## config.mk

```make
export PLATFORM = sky130hd
export DESIGN_NAME = pt5_cfg_loader
export DESIGN_NICKNAME = d
export VERILOG_FILES = /design/src/rtl/pt5_cfg_loader_pkg.sv /design/src/rtl/pt5_cfg_loader_cfg_shadow_sr.sv /design/src/rtl/pt5_cfg_loader.sv
export SDC_FILE = /design/constraint.sdc
export NUM_CORES = 1
export LEC_CHECK = 0
export BUFFER_PORTS_ARGS = -buffer_cell sky130_fd_sc_hd__buf_4
export CAP_MARGIN = 20
export CORE_UTILIZATION = 55
export DETAILED_ROUTE_END_ITERATION = 10
export PLACE_DENSITY = 0.9
export SETUP_SLACK_MARGIN = 0.02
export SYNTH_ARGS = -nofsm -noshare
export SYNTH_HDL_FRONTEND = slang
export SYNTH_SLANG_ARGS = --single-unit
```

## constraint.sdc

```tcl
create_clock -name clk -period 7.2 [get_ports clk]
set_input_delay 0.72 -clock clk [delete_from_list [all_inputs] [get_ports clk]]
set_output_delay 0.72 -clock clk [all_outputs]
set_load 0.01 [all_outputs]
```

## src/rtl/pt5_cfg_loader_pkg.sv

```systemverilog
// Shared definitions for the PT5 configuration loader: FSM encodings, config bit
// positions inside each macrocell slice, and the default sync word.
package pt5_cfg_loader_pkg;

  localparam int unsigned SYNC_BITS        = 8;
  localparam int unsigned PT5_MUX_BIT      = 0;
  localparam int unsigned PT5_FUNC_BIT     = 1;
  localparam logic [7:0]  DEFAULT_PREAMBLE = 8'hA5;

  typedef enum logic [2:0] {
    ST_IDLE   = 3'd0,
    ST_SYNC   = 3'd1,
    ST_SHIFT  = 3'd2,
    ST_PARITY = 3'd3,
    ST_COMMIT = 3'd4,
    ST_DONE   = 3'd5,
    ST_ERR    = 3'd6
  } cfg_state_e;

endpackage

```

## src/rtl/pt5_cfg_loader_cfg_shadow_sr.sv

```systemverilog
// Payload shadow shift register with running even-parity accumulator.
// New bits enter at the top and move toward index 0.
module pt5_cfg_loader_cfg_shadow_sr #(
  parameter int unsigned W = 32
) (
  input  logic         clk,
  input  logic         rst,
  input  logic         clr,
  input  logic         shift_en,
  input  logic         sdi,
  output logic [W-1:0] shadow,
  output logic         parity
);

  always_ff @(posedge clk or posedge rst) begin
    if (rst) begin
      shadow <= '0;
      parity <= 1'b0;
    end else if (clr) begin
      shadow <= '0;
      parity <= 1'b0;
    end else if (shift_en) begin
      shadow <= {sdi, shadow[W-1:1]};
      parity <= parity ^ sdi;
    end
  end

endmodule

```

## src/rtl/pt5_cfg_loader.sv

```systemverilog
// Serial fuse-configuration loader: verifies preamble, payload and parity of a
// frame before committing it to the PT5 mux/func-mux select image.
module pt5_cfg_loader
  import pt5_cfg_loader_pkg::*;
#(
  parameter int unsigned NUM_MC   = 16,
  parameter int unsigned CFG_BITS = 2,
  parameter logic [7:0]  PREAMBLE = DEFAULT_PREAMBLE
) (
  input  logic                       clk,
  input  logic                       rst,
  input  logic                       start,
  input  logic                       abort,
  input  logic                       sen,
  input  logic                       sdi,
  output logic                       busy,
  output logic                       done,
  output logic                       err,
  output logic                       cfg_valid,
  output logic [NUM_MC*CFG_BITS-1:0] cfg_word,
  output logic [NUM_MC-1:0]          pt5_mux,
  output logic [NUM_MC-1:0]          pt5_func_mux
);

  localparam int unsigned N     = NUM_MC * CFG_BITS;
  localparam int unsigned CNT_W = $clog2(N + 1);

  cfg_state_e         state_q, state_d;
  logic [CNT_W-1:0]   cnt_q, cnt_d;
  logic [7:0]         sync_q, sync_d;
  logic [N-1:0]       cfg_q, cfg_d;
  logic               valid_q, valid_d;
  logic               err_q, err_d;
  logic               busy_q, busy_d;
  logic               done_q, done_d;
  logic               sr_clr, sr_shift;
  logic [N-1:0]       shadow;
  logic               parity;

  pt5_cfg_loader_cfg_shadow_sr #(.W(N)) u_shadow (
    .clk      (clk),
    .rst      (rst),
    .clr      (sr_clr),
    .shift_en (sr_shift),
    .sdi      (sdi),
    .shadow   (shadow),
    .parity   (parity)
  );

  always_ff @(posedge clk or posedge rst) begin
    if (rst) begin
      state_q <= ST_IDLE;
      cnt_q   <= '0;
      sync_q  <= '0;
      cfg_q   <= '0;
      valid_q <= 1'b0;
      err_q   <= 1'b0;
      busy_q  <= 1'b0;
      done_q  <= 1'b0;
    end else begin
      state_q <= state_d;
      cnt_q   <= cnt_d;
      sync_q  <= sync_d;
      cfg_q   <= cfg_d;
      valid_q <= valid_d;
      err_q   <= err_d;
      busy_q  <= busy_d;
      done_q  <= done_d;
    end
  end

  // Next state; abort outranks sen in the loading states, COMMIT runs to completion.
  always_comb begin
    state_d  = state_q;
    cnt_d    = cnt_q;
    sync_d   = sync_q;
    cfg_d    = cfg_q;
    valid_d  = valid_q;
    err_d    = err_q;
    sr_clr   = 1'b0;
    sr_shift = 1'b0;

    unique case (state_q)
      ST_IDLE: begin
        if (start) begin
          state_d = ST_SYNC;
          err_d   = 1'b0;
          cnt_d   = '0;
          sync_d  = '0;
          sr_clr  = 1'b1;
        end
      end
      ST_SYNC: begin
        if (abort) begin
          state_d = ST_IDLE;
        end else if (sen) begin
          sync_d = {sync_q[6:0], sdi};
          if (cnt_q == CNT_W'(SYNC_BITS - 1)) begin
            cnt_d   = '0;
            state_d = (sync_d == PREAMBLE) ? ST_SHIFT : ST_ERR;
          end else begin
            cnt_d = cnt_q + CNT_W'(1);
          end
        end
      end
      ST_SHIFT: begin
        if (abort) begin
          state_d = ST_IDLE;
        end else if (sen) begin
          sr_shift = 1'b1;
          if (cnt_q != CNT_W'(N)) cnt_d = cnt_q + CNT_W'(1);
          if (cnt_q == CNT_W'(N - 1)) state_d = ST_PARITY;
        end
      end
      ST_PARITY: begin
        if (abort) begin
          state_d = ST_IDLE;
        end else if (sen) begin
          state_d = (sdi ^ parity) ? ST_ERR : ST_COMMIT;
        end
      end
      ST_COMMIT: begin
        cfg_d   = shadow;
        valid_d = 1'b1;
        state_d = ST_DONE;
      end
      ST_DONE:  state_d = ST_IDLE;
      ST_ERR:   state_d = ST_IDLE;
      default:  state_d = ST_IDLE;
    endcase

    if (state_d == ST_ERR) err_d = 1'b1;

    busy_d = (state_d == ST_SYNC) || (state_d == ST_SHIFT) ||
             (state_d == ST_PARITY) || (state_d == ST_COMMIT);
    done_d = (state_d == ST_DONE);
  end

  assign busy      = busy_q;
  assign done      = done_q;
  assign err       = err_q;
  assign cfg_valid = valid_q;
  assign cfg_word  = cfg_q;

  for (genvar i = 0; i < NUM_MC; i++) begin : g_mc
    assign pt5_mux[i]      = cfg_q[i*CFG_BITS + PT5_MUX_BIT];
    assign pt5_func_mux[i] = cfg_q[i*CFG_BITS + PT5_FUNC_BIT];
  end

endmodule
```

### After elaboration in Yosys (flattened, before gate mapping)

Cells that the tools add are included.

* add/subtract/negate cells: 1
* equality and inequality tests: 20
* mux-type cells: 36
* bitwise operators: 1
* reductions and logical operators: 12

Operator list (count)
* 32-bit two-way mux: 2
* 6-bit two-way mux: 7
* 3-bit two-way mux: 10
* 7-bit two-way mux: 3
* 6-bit one-hot mux with 3 select lines: 1
* 3-bit one-hot mux with 5 select lines: 1
* 7-bit one-hot mux with 2 select lines: 1
* 3-bit by 2-bit == test with 1-bit output (second input constant): 4
* 3-bit == test (second input constant): 4
* 2-bit != test (second input constant): 6
* 1-bit two-way mux: 10
* 8-bit == test (second input constant): 1
* 2-bit nonzero test: 4
* 7-bit AND reduction: 1
* 6-bit by 1-bit adder with 6-bit output (second input constant): 1
* 3-bit by 1-bit == test with 1-bit output (second input constant): 2
* 6-bit by 3-bit == test with 1-bit output (second input constant): 1
* 6-bit by 5-bit == test with 1-bit output (second input constant): 1
* 6-bit != test (second input constant): 1
* 4-bit AND reduction: 1
* 3-bit zero test: 1
* 1-bit logical OR: 3
* 3-bit nonzero test: 1
* 2-bit two-way mux: 1
* other kinds (2): 2

* bits in registers: 85
* bits of input ports: 6
* output and inout bits: 68
* word-level logic and storage cells: 80

### Logic depth before layout (Yosys ltp)

* word-level depth: 10
* depth in mapped cells: 7
* mapped depth without buffers: 6

### By module

From an unflattened synthesis, not the netlist that was laid out.

* cell total of the unflattened synthesis: 329
* area, all modules: 3931.3 µm²

By module, submodules not included
* pt5_cfg_loader: instances 1, cells an instance 220, area each 2542.4 µm², sequential area each 1301.2 µm²
* pt5_cfg_loader_cfg_shadow_sr: instances 1, cells an instance 109, area each 1388.8 µm², sequential area each 825.8 µm²

### Least setup slack after synthesis

OpenSTA, ideal clock, no wires.

* path kind: input to register
* start: input port abort
* end: register cnt_q[4]
* library setup time: 121 ps
* arrival: 1729 ps
* data required time: 7079 ps
* setup slack: 5350 ps
* stages: 5
* path buffers: 0
* cell sequence: nand2b_1 > a211oi_1 > o31a_4 > o21ai_1 > a22o_1

* cells in the longest elaborated chain, start to end: 2
* elaborated cells between the ends (all ways): 3
* those cells by class: eq/ne: 2; reduce/logical: 1

Ends and longest elaborated chain
* from (decl): RTL line pt5_cfg_loader.sv:13 `input logic abort,`
* 2-bit != test (no source line)
* 7-bit AND reduction (no source line) *
* to (signal assigned): RTL line pt5_cfg_loader.sv:62 `cnt_q <= cnt_d;`
* to (decl): RTL line pt5_cfg_loader.sv:29 `logic [CNT_W-1:0] cnt_q, cnt_d;`

Mark *: on every way between the ends. The rest lies on a longest branch, timed or not.
A chain may end at the register's enable or synchronous reset.

### Worst setup path after layout

* start: register state_q[0]
* end: register sync_q[3]

* cells in the longest elaborated chain, start to end: 3
* elaborated cells between the ends (all ways): 8
* those cells by class: eq/ne: 4; mux: 1; reduce/logical: 3

Ends and longest elaborated chain
* from (decl): RTL line pt5_cfg_loader.sv:28 `cfg_state_e state_q, state_d;`
* from (signal assigned): RTL line pt5_cfg_loader.sv:61 `state_q <= state_d;`
* 3-bit by 1-bit == test with 1-bit output / 3-bit zero test (equally long branches): RTL line pt5_cfg_loader.sv:83 `unique case (state_q)`
* 2-bit != test (no source line) / 2-bit nonzero test (equally long branches)
* 4-bit AND reduction (no source line)
* to (signal assigned): RTL line pt5_cfg_loader.sv:63 `sync_q <= sync_d;`
* to (decl): RTL line pt5_cfg_loader.sv:30 `logic [7:0] sync_q, sync_d;`

Parallel ways exist; a longest one is shown, timed or not.

==> run summary <==
========================================================================================================
Outcome                                                                                     finished clean
Measured slew at the worst slew-check pin                                                       0.511 ns
Post-route insts no fill                                                                             499
Share of the core filled with cells                                                                0.659
Ratio of final minimum period to clock period                                                      0.267
Startpoint-to-endpoint class of the critical path                                                reg2reg
Unrepaired setup endpoints after global routing                                                       no
Post-CTS setup buffer count                                                                            0
Number of nets still failing antenna checks after routing                                              0
Portion of the post-synthesis area used by sequential elements                                     0.550
Buffer levels on the longest clock path                                                                2
Maximum clock frequency                                                                        0.521 GHz
Synth Flop Type                                                                             sky130_fd_sc_hd__dfrtp_1
Die X-Extent                                                                                     85.8 µm
Hold crit path type                                                                             in2async
Drt total wl                                                                                     7.05 mm
Port buffer count                                                                                     73
CTS Hold Buffers Added                                                                                 0
Area growth from synthesis to final layout                                                         15.9%
CTS root buffer                                                                             sky130_fd_sc_hd__clkbuf_8
CP endpoint kind                                                                                    flop
CP Data Required Time                                                                            7.45 ns
GR Layer Usage met2                                                                                0.332
Share of async-settable or async-resettable flops after synthesis                                   1.00
# DRC                                                                                                  0
Gr busiest metal                                                                                    met2
Quantity of gates resized following cts                                                                0
Critical path fanouts, max                                                                            35
Height of the chip                                                                               85.8 µm
Ports placed on the boundary                                                                          74
Iteration-0 DRC count of the detailed router                                                         183
Post-DP HPWL                                                                                     4.68 mm
Via density per instance                                                                            5.35
Startpoint class of the critical path                                                               flop
Largest voltage drop on the vdd net                                                               147 µV
Via count                                                                                           2669
DIE AREA                                                                                        7370 µm²
Static leakage                                                                                0.00222 µW
Antenna Diode Count                                                                                    0
Total congestion overflow                                                                              0
Effective utilization at floorplan                                                                 0.569
Final hold viol count                                                                                  0
Power density over cell area                                                                  217 nW/µm²
Commonest non-fill, non-tap cell in the layout                                              sky130_fd_sc_hd__dfrtp_1
NumNets Final                                                                                        406
Maximum number of pins on one net before global-route repair                                          86
Drt first pass iters                                                                                   4
CTS tree                                                                                            done
Final GP Congestion                                                                                0.831
Global-route wire length before repair                                                           11.5 mm
Largest clock skew in the final design                                                        0.00680 ns
Synthesized area                                                                                3870 µm²
Biggest area consumer among synthesized cells                                               sky130_fd_sc_hd__dfrtp_1
Critical Path Source                                                                          state_q[0]
Net count after synthesis                                                                            368
Reg2Reg Launch Point                                                                          state_q[0]
Core Region                                                                                     6790 µm²
Total routing resource utilization after global routing                                            0.202
Met1 demand-to-capacity share in global routing                                                    0.261
Per-cell routed wire length                                                                      14.1 µm
MaxCap Viol Count                                                                                      0
Most frequent cells in the layout                                                           85 x sky130_fd_sc_hd__dfrtp_1, 76 x sky130_fd_sc_hd__buf_4, 72 x sky130_fd_sc_hd__nand2_1
Distinct cells, synth                                                                                 50
Global-route track usage on met3                                                                  0.0462
Summed negative setup slack over all endpoints                                                      0 ns
Standard-cell row count                                                                               30
Post-synth EDFFs                                                                                       0
CTS H-tree depth                                                                                       3
Critical path data arrival time                                                                  2.17 ns
Warning count from the yosys run                                                                       0
Fraction of layout cells with a size suffix above 1                                                0.330
Number of instances in the placed design                                                             482
Post-CTS clock slew at the launch and capture registers of the worst setup and hold paths        0.08 ns
Clock latency reported for the late side of the worst-skew pair                                  0.34 ns
Setup violation total in the final timing report                                                       0
Worst-case headroom to the max-slew limit                                                          0.659
Shortest period the worst path allows                                                            1.92 ns
Antenna violations before repair                                                                       0
Gate count of the mapped netlist                                                                     360
Clock sink total                                                                                      85
Main area contributors after synthesis                                                      sky130_fd_sc_hd__dfrtp_1 55%, sky130_fd_sc_hd__mux2_2 7.9%, sky130_fd_sc_hd__nand2_1 7.0%
Flops & latches, synth                                                                                85
Via count of the first global-routing pass                                                          2456
Synthesized area per cell                                                                       10.7 µm²
CTS Buf Count                                                                                          9
Proportion of netlist area held by the largest area contributor                                    0.550
Max Slew Vio Count                                                                                     0
========================================================================================================
## cell families after synthesis
family | synth area share
buffers and inverters | 0.103
adders and majority gates | 0.00647
AOI/OAI and AO/OA | 0.102
DFF | 0.550
and+or+nand+nor | 0.138
xor gates and xnor gates | 0.00453
muxes | 0.0958
## area by class of cell
class / count / area, µm²
fill: 488 / 2310
sequential: 85 / 2130
clock buffer: 11 / 151
multi-input combinational: 211 / 1350
inverter: 14 / 53.8
timing repair buffer: 77 / 598
tap: 96 / 120
clock inverter: 5 / 82.6
## metrics by stage
stage                     area, µm²  setup slack [ns]  hold slack, ns  total power, µW
after floorplan                3870              4.29           0.466              581
after global placement         4220              5.08           0.457              595
after detailed placement       4220              4.97           0.463              601
after CTS                      4450              5.28           0.483              978
after global routing           4480              5.17           0.371             1010
final                          4480              5.28           0.370              973
## state kept, by name, summed over array words and instances (netlist names)
name / cells
state_q: 3
cfg_word: 32
err: 1
busy: 1
u_shadow.shadow: 32
u_shadow.parity: 1
done: 1
sync_q: 7
cfg_valid: 1
cnt_q: 6
## where the power goes
group	total [µW]	internal [µW]	switching, µW
Sequential	509	491	17.7
Clock	377	215	163
Combinational	86.7	33.2	53.5
Total	973	739	234
## final timing paths
check	end	slack (ns)	cells past startpoint
max	sync_q[3]	5.28	4
min	cfg_word[12]	0.37	3
max reg2reg	sync_q[3]	5.28	4
min reg2reg	cfg_valid	0.48	1
max in group asynchronous	cfg_word[24]	6.26	4
min in group clk	cfg_valid	0.48	1
## metal layers
layer	wire length, µm	share of wire
met2	3540	0.50
met5	0	0
met3	364	0.052
met4	130	0.018
met1	3010	0.43
## cells in the mapped netlist (all sizes together), types with 2 or more instances
cell / count
a21oi: 2
a22o: 2
and3: 2
buf: 47
clkbuf: 3
dfrtp: 85
ha: 2
inv: 14
mux2: 32
nand2: 73
nand2b: 3
nand3: 9
nor2: 4
nor2b: 3
nor3: 3
nor3b: 2
nor4: 2
o21ai: 46
o31ai: 2
o32ai: 2
or2: 2
or3b: 2
## worst max-delay path: stages (launching register included)
cell                      delay, ns
sky130_fd_sc_hd__dfrtp_1       0.55
sky130_fd_sc_hd__or4b_4        0.82
sky130_fd_sc_hd__o21ai_4       0.22
sky130_fd_sc_hd__nand3_1       0.12
sky130_fd_sc_hd__o21ai_0       0.11
Power figures use the tool's default switching activity.
